### config.mk
export PLATFORM = sky130hd
export DESIGN_NAME = cdc_gray_src_multi_flat
export DESIGN_NICKNAME = d
export VERILOG_FILES = /design/src/rtl/cdc_gray_src_multi_if.sv /design/src/rtl/cdc_gray_src_multi.sv /design/src/flat_wrapper.sv
export SDC_FILE = /design/constraint.sdc
export NUM_CORES = 1
export LEC_CHECK = 0
export ABC_AREA = 1
export BUFFER_PORTS_ARGS = -buffer_cell sky130_fd_sc_hd__buf_2
export CORE_MARGIN = 3
export CORE_UTILIZATION = 25
export CTS_CLUSTER_SIZE = 10
export DETAILED_ROUTE_END_ITERATION = 8
export GPL_TIMING_DRIVEN = 0
export HOLD_SLACK_MARGIN = 0.1
export SLEW_MARGIN = 0
export SYNTH_ARGS = -nofsm -noshare
export SYNTH_HDL_FRONTEND = slang
export SYNTH_SLANG_ARGS = --single-unit
### constraint.sdc
create_clock -name src_clk_i -period 25.3 [get_ports src_clk_i]
set_clock_uncertainty 0.15 [all_clocks]
set_input_delay 5.06 -clock src_clk_i [delete_from_list [all_inputs] [get_ports src_clk_i]]
set_output_delay 5.06 -clock src_clk_i [all_outputs]
set_load 0.005 [all_outputs]
### src/rtl/cdc_gray_src_multi_if.sv
// Source-side valid/ready bundle for cdc_gray_src_multi: one lane per channel,
// payload for channel c at src_data[c*DataWidth +: DataWidth].
interface cdc_gray_src_multi_if #(
  parameter int unsigned NumChan   = 4,
  parameter int unsigned DataWidth = 32
);

  logic [NumChan*DataWidth-1:0] src_data;
  logic [NumChan-1:0]           src_valid;
  logic [NumChan-1:0]           src_ready;

  modport master (
    output src_data,
    output src_valid,
    input  src_ready
  );

  modport slave (
    input  src_data,
    input  src_valid,
    output src_ready
  );

endinterface

### src/rtl/cdc_gray_src_multi.sv
// Source-domain half of a multi-channel gray-pointer async FIFO.
// Optional feature macro: CDC_SRC_SPILL_EN (2-entry spill register in front of each FIFO).
module cdc_gray_src_multi #(
  parameter int unsigned NumChan    = 4,
  parameter int unsigned DataWidth  = 32,
  parameter int unsigned LogDepth   = 2,
  parameter int unsigned SyncStages = 2,
  parameter int unsigned AfullThr   = 3
) (
  input  logic                                          src_clk_i,
  input  logic                                          src_rst_i,
  cdc_gray_src_multi_if.slave                           src_io,
  output logic [NumChan*(LogDepth+1)-1:0]               level_o,
  output logic [NumChan-1:0]                            almost_full_o,
  output logic [NumChan*(2**LogDepth)*DataWidth-1:0]    async_data_o,
  output logic [NumChan*(LogDepth+1)-1:0]               async_wptr_o,
  input  logic [NumChan*(LogDepth+1)-1:0]               async_rptr_i
);

  localparam int unsigned Depth = 2 ** LogDepth;
  localparam int unsigned PtrW  = LogDepth + 1;

  typedef logic [PtrW-1:0] ptr_t;

  function automatic ptr_t bin2gray(input ptr_t b);
    return b ^ (b >> 1);
  endfunction

  function automatic ptr_t gray2bin(input ptr_t g);
    ptr_t b;
    b[PtrW-1] = g[PtrW-1];
    for (int i = int'(PtrW) - 2; i >= 0; i--) begin
      b[i] = b[i+1] ^ g[i];
    end
    return b;
  endfunction

  for (genvar c = 0; c < NumChan; c++) begin : g_chan
    ptr_t                 wb_q, wb_d, wg_q;
    ptr_t                 rs, rb, lvl;
    ptr_t                 sync_q [SyncStages];
    logic [DataWidth-1:0] mem_q  [Depth];
    logic [DataWidth-1:0] in_data, wr_data;
    logic                 in_valid, full, wr_en;

    assign in_data  = src_io.src_data[c*DataWidth +: DataWidth];
    assign in_valid = src_io.src_valid[c];

    // Plain flop chain: no logic between synchroniser stages.
    always_ff @(posedge src_clk_i or posedge src_rst_i) begin
      if (src_rst_i) begin
        for (int i = 0; i < int'(SyncStages); i++) begin
          sync_q[i] <= '0;
        end
      end else begin
        sync_q[0] <= async_rptr_i[c*PtrW +: PtrW];
        for (int i = 1; i < int'(SyncStages); i++) begin
          sync_q[i] <= sync_q[i-1];
        end
      end
    end

    assign rs = sync_q[SyncStages-1];
    assign rb = gray2bin(rs);

    // Full when the gray write pointer is exactly one lap ahead of the synced read pointer.
    if (LogDepth == 1) begin : g_full_d2
      assign full = (wg_q == ~rs);
    end else begin : g_full_dn
      assign full = (wg_q == {~rs[PtrW-1 -: 2], rs[PtrW-3:0]});
    end

`ifdef CDC_SRC_SPILL_EN
    logic [DataWidth-1:0] sp_q [2];
    logic [DataWidth-1:0] sp_d [2];
    logic [1:0]           cnt_q, cnt_d;
    logic                 sp_push;

    // Ready only reflects spill occupancy, decoupling it from the synced rptr.
    assign src_io.src_ready[c] = (cnt_q != 2'd2);
    assign sp_push             = in_valid && (cnt_q != 2'd2);
    assign wr_en               = (cnt_q != 2'd0) && !full;
    assign wr_data             = sp_q[0];

    always_comb begin
      sp_d  = sp_q;
      cnt_d = cnt_q;
      if (wr_en) begin
        sp_d[0] = sp_q[1];
        cnt_d   = cnt_q - 2'd1;
      end
      if (sp_push) begin
        sp_d[cnt_d[0]] = in_data;
        cnt_d          = cnt_d + 2'd1;
      end
    end

    always_ff @(posedge src_clk_i or posedge src_rst_i) begin
      if (src_rst_i) begin
        sp_q[0] <= '0;
        sp_q[1] <= '0;
        cnt_q   <= '0;
      end else begin
        sp_q  <= sp_d;
        cnt_q <= cnt_d;
      end
    end
`else
    assign src_io.src_ready[c] = !full;
    assign wr_en               = in_valid && !full;
    assign wr_data             = in_data;
`endif

    assign wb_d = wb_q + ptr_t'(wr_en);

    // Gray pointer is registered from the next binary value so async_wptr_o has no comb path.
    always_ff @(posedge src_clk_i or posedge src_rst_i) begin
      if (src_rst_i) begin
        wb_q <= '0;
        wg_q <= '0;
      end else begin
        wb_q <= wb_d;
        wg_q <= bin2gray(wb_d);
      end
    end

    always_ff @(posedge src_clk_i or posedge src_rst_i) begin
      if (src_rst_i) begin
        for (int s = 0; s < int'(Depth); s++) begin
          mem_q[s] <= '0;
        end
      end else if (wr_en) begin
        mem_q[wb_q[LogDepth-1:0]] <= wr_data;
      end
    end

    assign lvl                           = wb_q - rb;
    assign level_o[c*PtrW +: PtrW]       = lvl;
    assign almost_full_o[c]              = (32'(lvl) >= AfullThr);
    assign async_wptr_o[c*PtrW +: PtrW]  = wg_q;

    for (genvar s = 0; s < Depth; s++) begin : g_slot
      assign async_data_o[(c*Depth+s)*DataWidth +: DataWidth] = mem_q[s];
    end
  end

endmodule
### src/flat_wrapper.sv
// flat-port wrapper written by rule: the top's interface ports become plain ports
module cdc_gray_src_multi_flat 
#(
  parameter int unsigned NumChan    = 4,
  parameter int unsigned DataWidth  = 32,
  parameter int unsigned LogDepth   = 2,
  parameter int unsigned SyncStages = 2,
  parameter int unsigned AfullThr   = 3
)
  (src_clk_i, src_rst_i, level_o, almost_full_o, async_data_o, async_wptr_o, async_rptr_i, src_io_src_data, src_io_src_valid, src_io_src_ready);
  cdc_gray_src_multi_if #(.NumChan(NumChan), .DataWidth(DataWidth)) src_io_i ();
  input  logic src_clk_i;
  input  logic src_rst_i;
  output logic [NumChan*(LogDepth+1)-1:0] level_o;
  output logic [NumChan-1:0] almost_full_o;
  output logic [NumChan*(2**LogDepth)*DataWidth-1:0] async_data_o;
  output logic [NumChan*(LogDepth+1)-1:0] async_wptr_o;
  input  logic [NumChan*(LogDepth+1)-1:0] async_rptr_i;
  input wire logic [$bits(src_io_i.src_data)-1:0] src_io_src_data;
  input wire logic [$bits(src_io_i.src_valid)-1:0] src_io_src_valid;
  output wire logic [$bits(src_io_i.src_ready)-1:0] src_io_src_ready;
  assign src_io_i.src_data = src_io_src_data;
  assign src_io_i.src_valid = src_io_src_valid;
  assign src_io_src_ready = src_io_i.src_ready;
  cdc_gray_src_multi #(.NumChan(NumChan), .DataWidth(DataWidth), .LogDepth(LogDepth), .SyncStages(SyncStages), .AfullThr(AfullThr)) u_core (.src_clk_i(src_clk_i), .src_rst_i(src_rst_i), .src_io(src_io_i), .level_o(level_o), .almost_full_o(almost_full_o), .async_data_o(async_data_o), .async_wptr_o(async_wptr_o), .async_rptr_i(async_rptr_i));
endmodule
Word level (Yosys, flattened, before mapping)
Index checks and enable logic that the tools add are counted.
- add/sub/neg operators: 8
- magnitude comparators: 12
- eq/ne operators: 4
- multiplexer cells: 12
- bitwise logic cells: 20
- reduce and logical (&&, ||, !) cells: 12
- operators with widths (operator ; count):
    $bwmux W128 ; 4
    $demux W32 S2 ; 4
    $mux W32 ; 4
    $add A3 B1 Y3 ; 4
    $eq A3 B3 Y1 ; 4
    $ge A3 B2 Y1 const B ; 4
    $ge A3 B3 Y1 const B ; 4
    $lt A3 B1 Y1 const B ; 4
    $not A2 Y3 ; 4
    $sub A3 B3 Y3 ; 4
    $xor A3 B2 Y3 ; 4
    $logic_and A1 B1 Y1 ; 8
    $not A2 Y2 ; 4
    $xor A1 B1 Y1 ; 8
    $logic_not A1 Y1 ; 4
- register bits after elaboration: 560
- input port bits: 146
- output and inout port bits: 544
- word-level logic and storage cells: 100

Depth between registers and ports, before layout
Gate-level depths: netlist of run 1.
- depth after elaboration: 6
- gate-level depth with buffers: 11
- depth with buffers taken out: 10

Worst setup path after synthesis of run 1
Ideal clock, no wire load.
- path kind: flip-flop to output port
- start: register u_core.g_chan[2].sync_q, in the netlist u_core.g_chan[2].rs[2]
- end: output almost_full_o[2]
- data arrival time: 1.743 ns
- data required time: 20.090 ns
- slack: 18.347 ns
- stages on the path, launching flop included: 9
- path buffers: 0
- path through: dfrtp_1 xor2_1 xor2_1 inv_1 ha_1 fa_1 xor2_1 inv_1 o21ai_0
- cells in the longest elaborated chain, start to end: 4
- RTL lines (what ; line ; RTL):
    start, declared ; cdc_gray_src_multi.sv:41 ; ptr_t sync_q [SyncStages];
    start signal, assigned by index ; cdc_gray_src_multi.sv:58 ; sync_q[i] <= sync_q[i-1];
    $xor A1 B1 Y1 (2 in a row) ; cdc_gray_src_multi.sv:33 ; b[i] = b[i+1] ^ g[i];
    $sub A3 B3 Y3 (*) ; cdc_gray_src_multi.sv:137 ; assign lvl = wb_q - rb;
    via level_o[8] ; flat_wrapper.sv:14 ; output logic [NumChan*(LogDepth+1)-1:0] level_o;
    $ge A3 B2 Y1 (*) ; cdc_gray_src_multi.sv:139 ; assign almost_full_o[c] = (32'(lvl) >= AfullThr);
    end, declared ; flat_wrapper.sv:15 ; output logic [NumChan-1:0] almost_full_o;
The timed path passes the listed nets; every way through them passes the cells marked *.

Final worst setup path of run 1
- start: register u_core.g_chan[0].sync_q, in the netlist u_core.g_chan[0].rs[1]
- end: output almost_full_o[0]
- cells in the longest elaborated chain, start to end: 4
- RTL lines (what ; line):
    start, declared ; cdc_gray_src_multi.sv:41
    start signal, assigned by index ; cdc_gray_src_multi.sv:58
    $xor A1 B1 Y1 (*) ; cdc_gray_src_multi.sv:33
    $xor A1 B1 Y1 ; cdc_gray_src_multi.sv:33
    $sub A3 B3 Y3 (*) ; cdc_gray_src_multi.sv:137
    $ge A3 B2 Y1 (*) ; cdc_gray_src_multi.sv:139
Every way passes the cells marked *; elsewhere a longest branch is shown, timed or not.

==> results.md, run 1 <==
* Sink Count at ~560
* Total GRT Usage at 0.191
* Final period utilization at 0.318
* Max H-tree Level at 3
* Crit-path most repeated cell: xor2_1
* Synth-to-Final Area Change at 30.7%
* Drt total wl at 95200 um
* Initial antenna violation count at 3
* Max VDD drop at about 0.068 mV
* Max-cap viol count at 0
* Half-perimeter wire length after placement at 72500 um
* RSZ-0062 raised after global routing: no
* Synth Warn # at 0
* Seq cells post-synth at ~560
* Iter 0 DRT Violations at 2178
* CTS-repair resized insts at 0
* Slew @ Worst Pin at a little under 800 ps
* Crit path max-delay family: XOR/XNOR gates
* Max transition margin at 0.470
* Critical Path Max Stage Delay at 400 ps
* Initial Utilization at 0.254
* Share of the yosys chip area belonging to registers at 0.603
* DIE WIDTH at 310 um
* Netlist cell types at 17
* Syn_area_per_cell at 9.27 um2
* Gr ovfl total at 0
* GPL Wtd Cong at 0.903
* CP max FO at 3
* CP cell instances: xor2_1 > xor2_1 > inv_1 > ha_1 > fa_1 > inv_1 > xor2_1 > o21ai_0 > buf_2
* DIE AREA at 95900 um2
* Setup CP Type: reg2out
* Routed vias/inst at 4.95
* Filler Cells Inserted at ~9500
* Met1 Resource Use GR at 0.237
* Antenna Nets Post-Route at 0
* Hold Crit Class: reg2reg
* Met2 global-route usage at 0.317
* Upper clock frequency limit at 0.124 GHz
* Clock buffer depth at 3
* CTS tree: done
* Die height at 310 um
* CP Launch Type: flip-flop
* Setup TNS at 0 ps
* Setup violations, final at 0
* Ranking of synthesized cells by area: dfrtp_1 60%, nand2_1 17%, nand4_1 14%
* Mapped Cells at between 2000 and 2500
* First-pass GRT wire length at 139000 um
* Final Instance Area at 30100 um2
* CTS clk-pin slew, worst paths at roughly 50 ps
* Final Hold Vio Count at 0
* PwrDens at between 100 and 150 nW/um2
* TritonRoute pass-1 iters at 6
* Vias in the first global route at 21200
* GR peak layer: met2
* I/O pin count at 690
* Drt wl/cell at 21.4 um
* Total number of vias at 22000
* # rows at 110
* CP Buf/Inv Count at 3
* Mapped Area at 23100 um2
* Grt met3 use at 0.0489
* Final Max Slew Viols at 0
* Core Area at 90700 um2
* Leakage at ~17 nW
* Hold_buf cts at 0
* DRC Markers at 0
* I/O Buffers at 685
* Status: completed
* Nets at between 3000 and 4000
* Share of layout cells above drive strength 1 at 0.279
* WP data required at 20090 ps
* Critical Path End Type: output pin
* Total CTS buffers at 69
* Minimum clock period at roughly 8000 ps
* CTS Root Cell: clkbuf_16
* Slowest CP cell: dfrtp_1
* Syn nets at 2649
* Post-CTS setup buffer count at 0
* Largest net degree at the start of global routing at 122
* CP arrival at 2830 ps
* Placed cell areas at 28100 um2
* Leading area contributor after synthesis: dfrtp_1
* Yosys top cell area share at 0.603
* Clk Latency, worst-skew pair at 610 ps
layer usage:
layer | vias up | routed length (um)
li1 | 9932 | -
met1 | 10900 | 38200
met2 | 986 | 45900
met3 | 221 | 7380
met4 | 0 | 3830
met5 | - | 0
through the flow:
stage          hold WS [ps]  std cells   util  setup slack [ps]  total power [W]
2_1_floorplan           181       2487      -              4540          0.00226
3_3_place_gp            182       4348  0.308             -2640          0.00309
3_5_place_dp            185       4352  0.310             17860          0.00312
4_1_cts                 196       4451  0.332             17160          0.00407
5_1_grt                 205       4452  0.332             17010          0.00431
6_report                196       4453  0.332             17260          0.00404
flip-flops by register name, indices dropped and copies added (netlist names):
register / cells
u_core.async_data_o: 512
u_core.g_chan.rs: 12
u_core.g_chan.sync_q: 12
u_core.g_chan.wb_q: 12
u_core.g_chan.wg_q: 8
area by class of cell:
class	instances	area, um2	area share
clock inverters	8	95.1	0.00316
inverters	59	229	0.00760
repair buffers	689	3540	0.117
clock buffers	91	1950	0.0649
diodes	2	5.00	0.000166
well taps	1176	1470	0.0488
plain buffers	216	1050	0.0348
multi-input cells	1656	7880	0.261
flip-flops and latches	556	13900	0.462
synthesized netlist by cell type:
library cell  number
o21ai_0            4
ha_1              12
nor2_2             7
nand2_1         1066
buf_2            105
nand3_1           12
buf_6             11
nand4_1          512
nand3_2            8
fa_1               4
xor2_1            24
nor2_1             7
dfrtp_1          556
buf_4              6
clkbuf_1          51
inv_1             59
buf_1             43
final timing paths:
check / startpoint / slack [ps] / cells past startpoint / to
max in group asynchronous: src_rst_i / 18730 / 4 / u_core.async_data_o[88]$_DFFE_PP0P_
min reg2reg: u_core.g_chan[2].sync_q[5]$_DFF_PP0_ / 200 / 0 / u_core.g_chan[2].rs[2]$_DFF_PP0_
max reg2reg: u_core.g_chan[2].wb_q[2]$_DFF_PP0_ / 22980 / 10 / u_core.g_chan[2].wg_q[1]$_DFF_PP0_
max: u_core.g_chan[0].rs[1]$_DFF_PP0_ / 17260 / 9 / almost_full_o[0]
min in group asynchronous: src_rst_i / 4450 / 2 / u_core.async_data_o[417]$_DFFE_PP0P_
min: u_core.g_chan[2].sync_q[5]$_DFF_PP0_ / 200 / 0 / u_core.g_chan[2].rs[2]$_DFF_PP0_
logic make-up after synthesis:
logic type	count (synthesis)	synth area share
AND/OR/NAND/NOR	1612	0.322
flip-flops	556	0.603
buffers and inverters	275	0.0550
XOR/XNOR	24	0.00912
adder cells (fa/ha/maj)	16	0.00998
AO/OA/AOI/OAI	4	0.000868
power breakdown:
part           internal, W  total (W)  switching (W)
Clock             0.000546   0.000932       0.000386
Sequential         0.00129    0.00153       0.000244
Combinational     0.000581    0.00158       0.000995
Total              0.00242    0.00404        0.00162
worst register-to-register path, cell delays in order (launching register included):
cell and delay, ps:
dfrtp_1 410, nand2_1 80, inv_1 40, nor2_2 130, nand3_2 270, buf_2 300
nand2_1 90, inv_1 40, ha_1 170, ha_1 330, xor2_1 170
layout by cell type (no fill, tap or decap), drive strengths merged:
cell type	instances
fa	4
clkinv	5
o21ai	4
bufinv	1
buf	854
inv	61
xor2	24
clkbuf	142
dfrtp	556
nor2	14
nand2	1066
ha	12
nand4	512
nand3	20
diode	2
(Power assumes the default switching activity.)
==> run 2: changes to the inputs <==
Clock period 25.3 ns to 6.8 ns, I/O delays scaled along.
==> results.md, run 2 (synthesized netlist as in run 1, its figures left out) <==
* Status: completed
* Setup violations, final at 0 (unchanged)
* Max H-tree Level at 3 (unchanged)
* R2r setup slk at 4430 ps (-18550 ps)
* Final Max Slew Viols at 0 (unchanged)
* I/O Buffers at 685 (unchanged)
* Max transition margin at 0.514 (+0.0439)
* PwrDens at 497 nW/um2 (+270%)
* TritonRoute pass-1 iters at 6 (unchanged)
* Placed cell areas at 28300 um2 (+0.74%)
* # rows at 110 (unchanged)
* Total CTS buffers at 71 (+2.9%)
* Hold_buf cts at 0 (unchanged)
* Final Worst Setup Slack at 2320 ps (-14940 ps)
* Number of flip-flops in the largest register at 512 (unchanged)
* Dpl cells at 4364 (+0.28%)
* Half-perimeter wire length after placement at 73000 um (+0.66%)
* Clock buffer depth at 3 (unchanged)
* DRC Markers at 0 (unchanged)
* First-pass GRT wire length at 139000 um (-0.54%)
* Max-cap viol count at 0 (unchanged)
* CTS tree: done
* RSZ-0062 raised after global routing: no
* CP Capture Point: almost_full_o[0]
* Largest net degree at the start of global routing at 42 (-66%)
* Multi-input logic area at 7880 um2 (unchanged)
* Start point of the critical path: u_core.g_chan[0].rs[1]$_DFF_PP0_
* Dpl ws at 2980 ps (-14870 ps)
* Storage element area at 13900 um2 (unchanged)
* Most frequent cells in the layout: 1066 x nand2_1, 790 x buf_2, 556 x dfrtp_1
* DIE AREA at 95900 um2 (unchanged)
* CTS-repair resized insts at 0 (unchanged)
* Layout Cells excl Fill at 4476 (+0.52%)
* Hold Crit Class: reg2reg
* Met1 Resource Use GR at 0.233 (-0.00422)
* Slowest CP cell: dfrtp_1
* Clk Latency, worst-skew pair at 620 ps (about the same)
* Antenna Nets Post-Route at 0 (unchanged)
* Upper clock frequency limit at about 0.22 GHz
* I/O pin count at 690 (unchanged)
* Sink Count at 556 (unchanged)
* Setup CP Type: reg2out
* Total GRT Usage at 0.190 (-0.00140)
* Gr ovfl total at 0 (unchanged)
* Routed vias/inst at 4.87 (-1.7%)
* DIE WIDTH at 310 um (unchanged)
* CP max FO at 3 (unchanged)
* RR Startpoint: u_core.g_chan[0].wb_q[2]$_DFF_PP0_
* Critical R2R Capture: u_core.g_chan[0].wg_q[1]$_DFF_PP0_
* Vias in the first global route at 21200 (+0.024%)
* Initial antenna violation count at 7 (+4)
* Filler Cells Inserted at 9334 (-1.8%)
* Core Area at 90700 um2 (unchanged)
* Most common cell after layout, fill and taps aside: nand2_1
* Drt wl/cell at 21.0 um (-1.8%)
* CTS clk-pin slew, worst paths at 50 ps (about the same)
* Post-CTS setup buffer count at 0 (unchanged)
* Critical Path Max Stage Delay at 400 ps (about the same)
* Grt met3 use at 0.0459 (-0.00307)
* Final hold slack at 196 ps (+0.0720 ps)
* CP Launch Type: flip-flop
* WP data required at 5290 ps (-14800 ps)
* CP cell instances: xor2_1 > xor2_1 > inv_1 > ha_1 > fa_1 > inv_1 > xor2_1 > o21ai_0 > buf_2
* CP arrival at 2970 ps (+140 ps)
* Final Instance Area at 30500 um2 (+1.1%)
* Critical Path End Type: output pin
* Iter 0 DRT Violations at 2339 (+7.4%)
* R2r worst-path depth at 11 (+1)
* Leakage at 16.7 nW (+0.91%)
* CTS Root Cell: clkbuf_16
* Synth-to-Final Area Change at 32.1%
* GPL Wtd Cong at 0.922 (+2.2%)
* Drt total wl at 94000 um (-1.3%)
* Hold_sp: u_core.g_chan[2].sync_q[4]$_DFF_PP0_
* Slew @ Worst Pin at 726 ps (-68.5 ps)
* Met2 global-route usage at 0.314 (-0.00337)
* Initial Utilization at 0.254 (unchanged)
* GR peak layer: met2
* Nets at 3423 (+0.41%)
* Die height at 310 um (unchanged)
* Crit-path most repeated cell: xor2_1
* Minimum clock period at 4480 ps
* Final Hold Vio Count at 0 (unchanged)
* Max VDD drop at 0.260 mV (+280%)
* Share of layout cells above drive strength 1 at 0.283 (+0.00416)
* Final period utilization at 0.659
* Total number of vias at 21800 (-1.2%)
## run 2: changes by cell type in the layout (fill, tap and decap cells not counted), moves of 2 or more
| cell | previous run | this run |
|---|---|---|
| clkbuf_8 | 6 | 10 |
| diode_2 | 2 | 6 |
| inv_16 | 0 | 2 |
| buf_12 | 0 | 16 |
| buf_16 | 4 | 0 |
## run 2: final cells by class
type | count | area share
antenna | 6 | 0.000493
multi-input combinational | 1656 | 0.259
clock inverter | 12 | 0.00596
timing repair buffer | 701 | 0.123
clock buffer | 94 | 0.0651
tap | 1176 | 0.0483
inverter | 59 | 0.00739
sequential | 556 | 0.457
buffer | 216 | 0.0344
## run 2: stage by stage
| stage | utilization | TNS, ps | total power [W] |
|---|---|---|---|
| 2_1_floorplan | - | -1266440 | 0.00841 |
| 3_3_place_gp | 0.308 | -3255750 | 0.0115 |
| 3_5_place_dp | 0.312 | 0 | 0.0116 |
| 4_1_cts | 0.336 | 0 | 0.0153 |
| 5_1_grt | 0.336 | 0 | 0.0162 |
| 6_report | 0.336 | 0 | 0.0151 |
## run 2: layer usage
metal,vias to the layer above,routed length (um),share of wire
li1,9946,-,-
met1,10600,37000,0.39
met2,970,45400,0.48
met3,232,7350,0.078
met4,2,4230,0.045
met5,-,13,0.00014
## run 2: where the power goes
| group | switching, W | internal [W] | leakage (nW) |
|---|---|---|---|
| clock | 0.00148 | 0.00212 | 1.06 |
| sequential | 0.000899 | 0.00480 | 6.93 |
| combinational | 0.00367 | 0.00218 | 8.66 |
## run 2: worst min-delay path by stage
stage	slack, ps	end	cells after the start
2_1_floorplan	180	u_core.g_chan[0].rs[0]$_DFF_PP0_	0
3_3_place_gp	180	u_core.g_chan[2].rs[2]$_DFF_PP0_	0
6_report	200	u_core.g_chan[2].rs[1]$_DFF_PP0_	0
4_1_cts	200	u_core.g_chan[2].rs[1]$_DFF_PP0_	0
3_5_place_dp	180	u_core.g_chan[2].rs[1]$_DFF_PP0_	0
5_1_grt	210	u_core.g_chan[2].rs[0]$_DFF_PP0_	0
## run 2: worst max-delay path: cells and delay by family (launching register included)
kind                       cells  cell delay [ps]
DFF                            1              400
buffers and inverters          3              320
adders and majority gates      2              530
xor gates and xnor gates       3              820
AOI/OAI and AO/OA              1              290
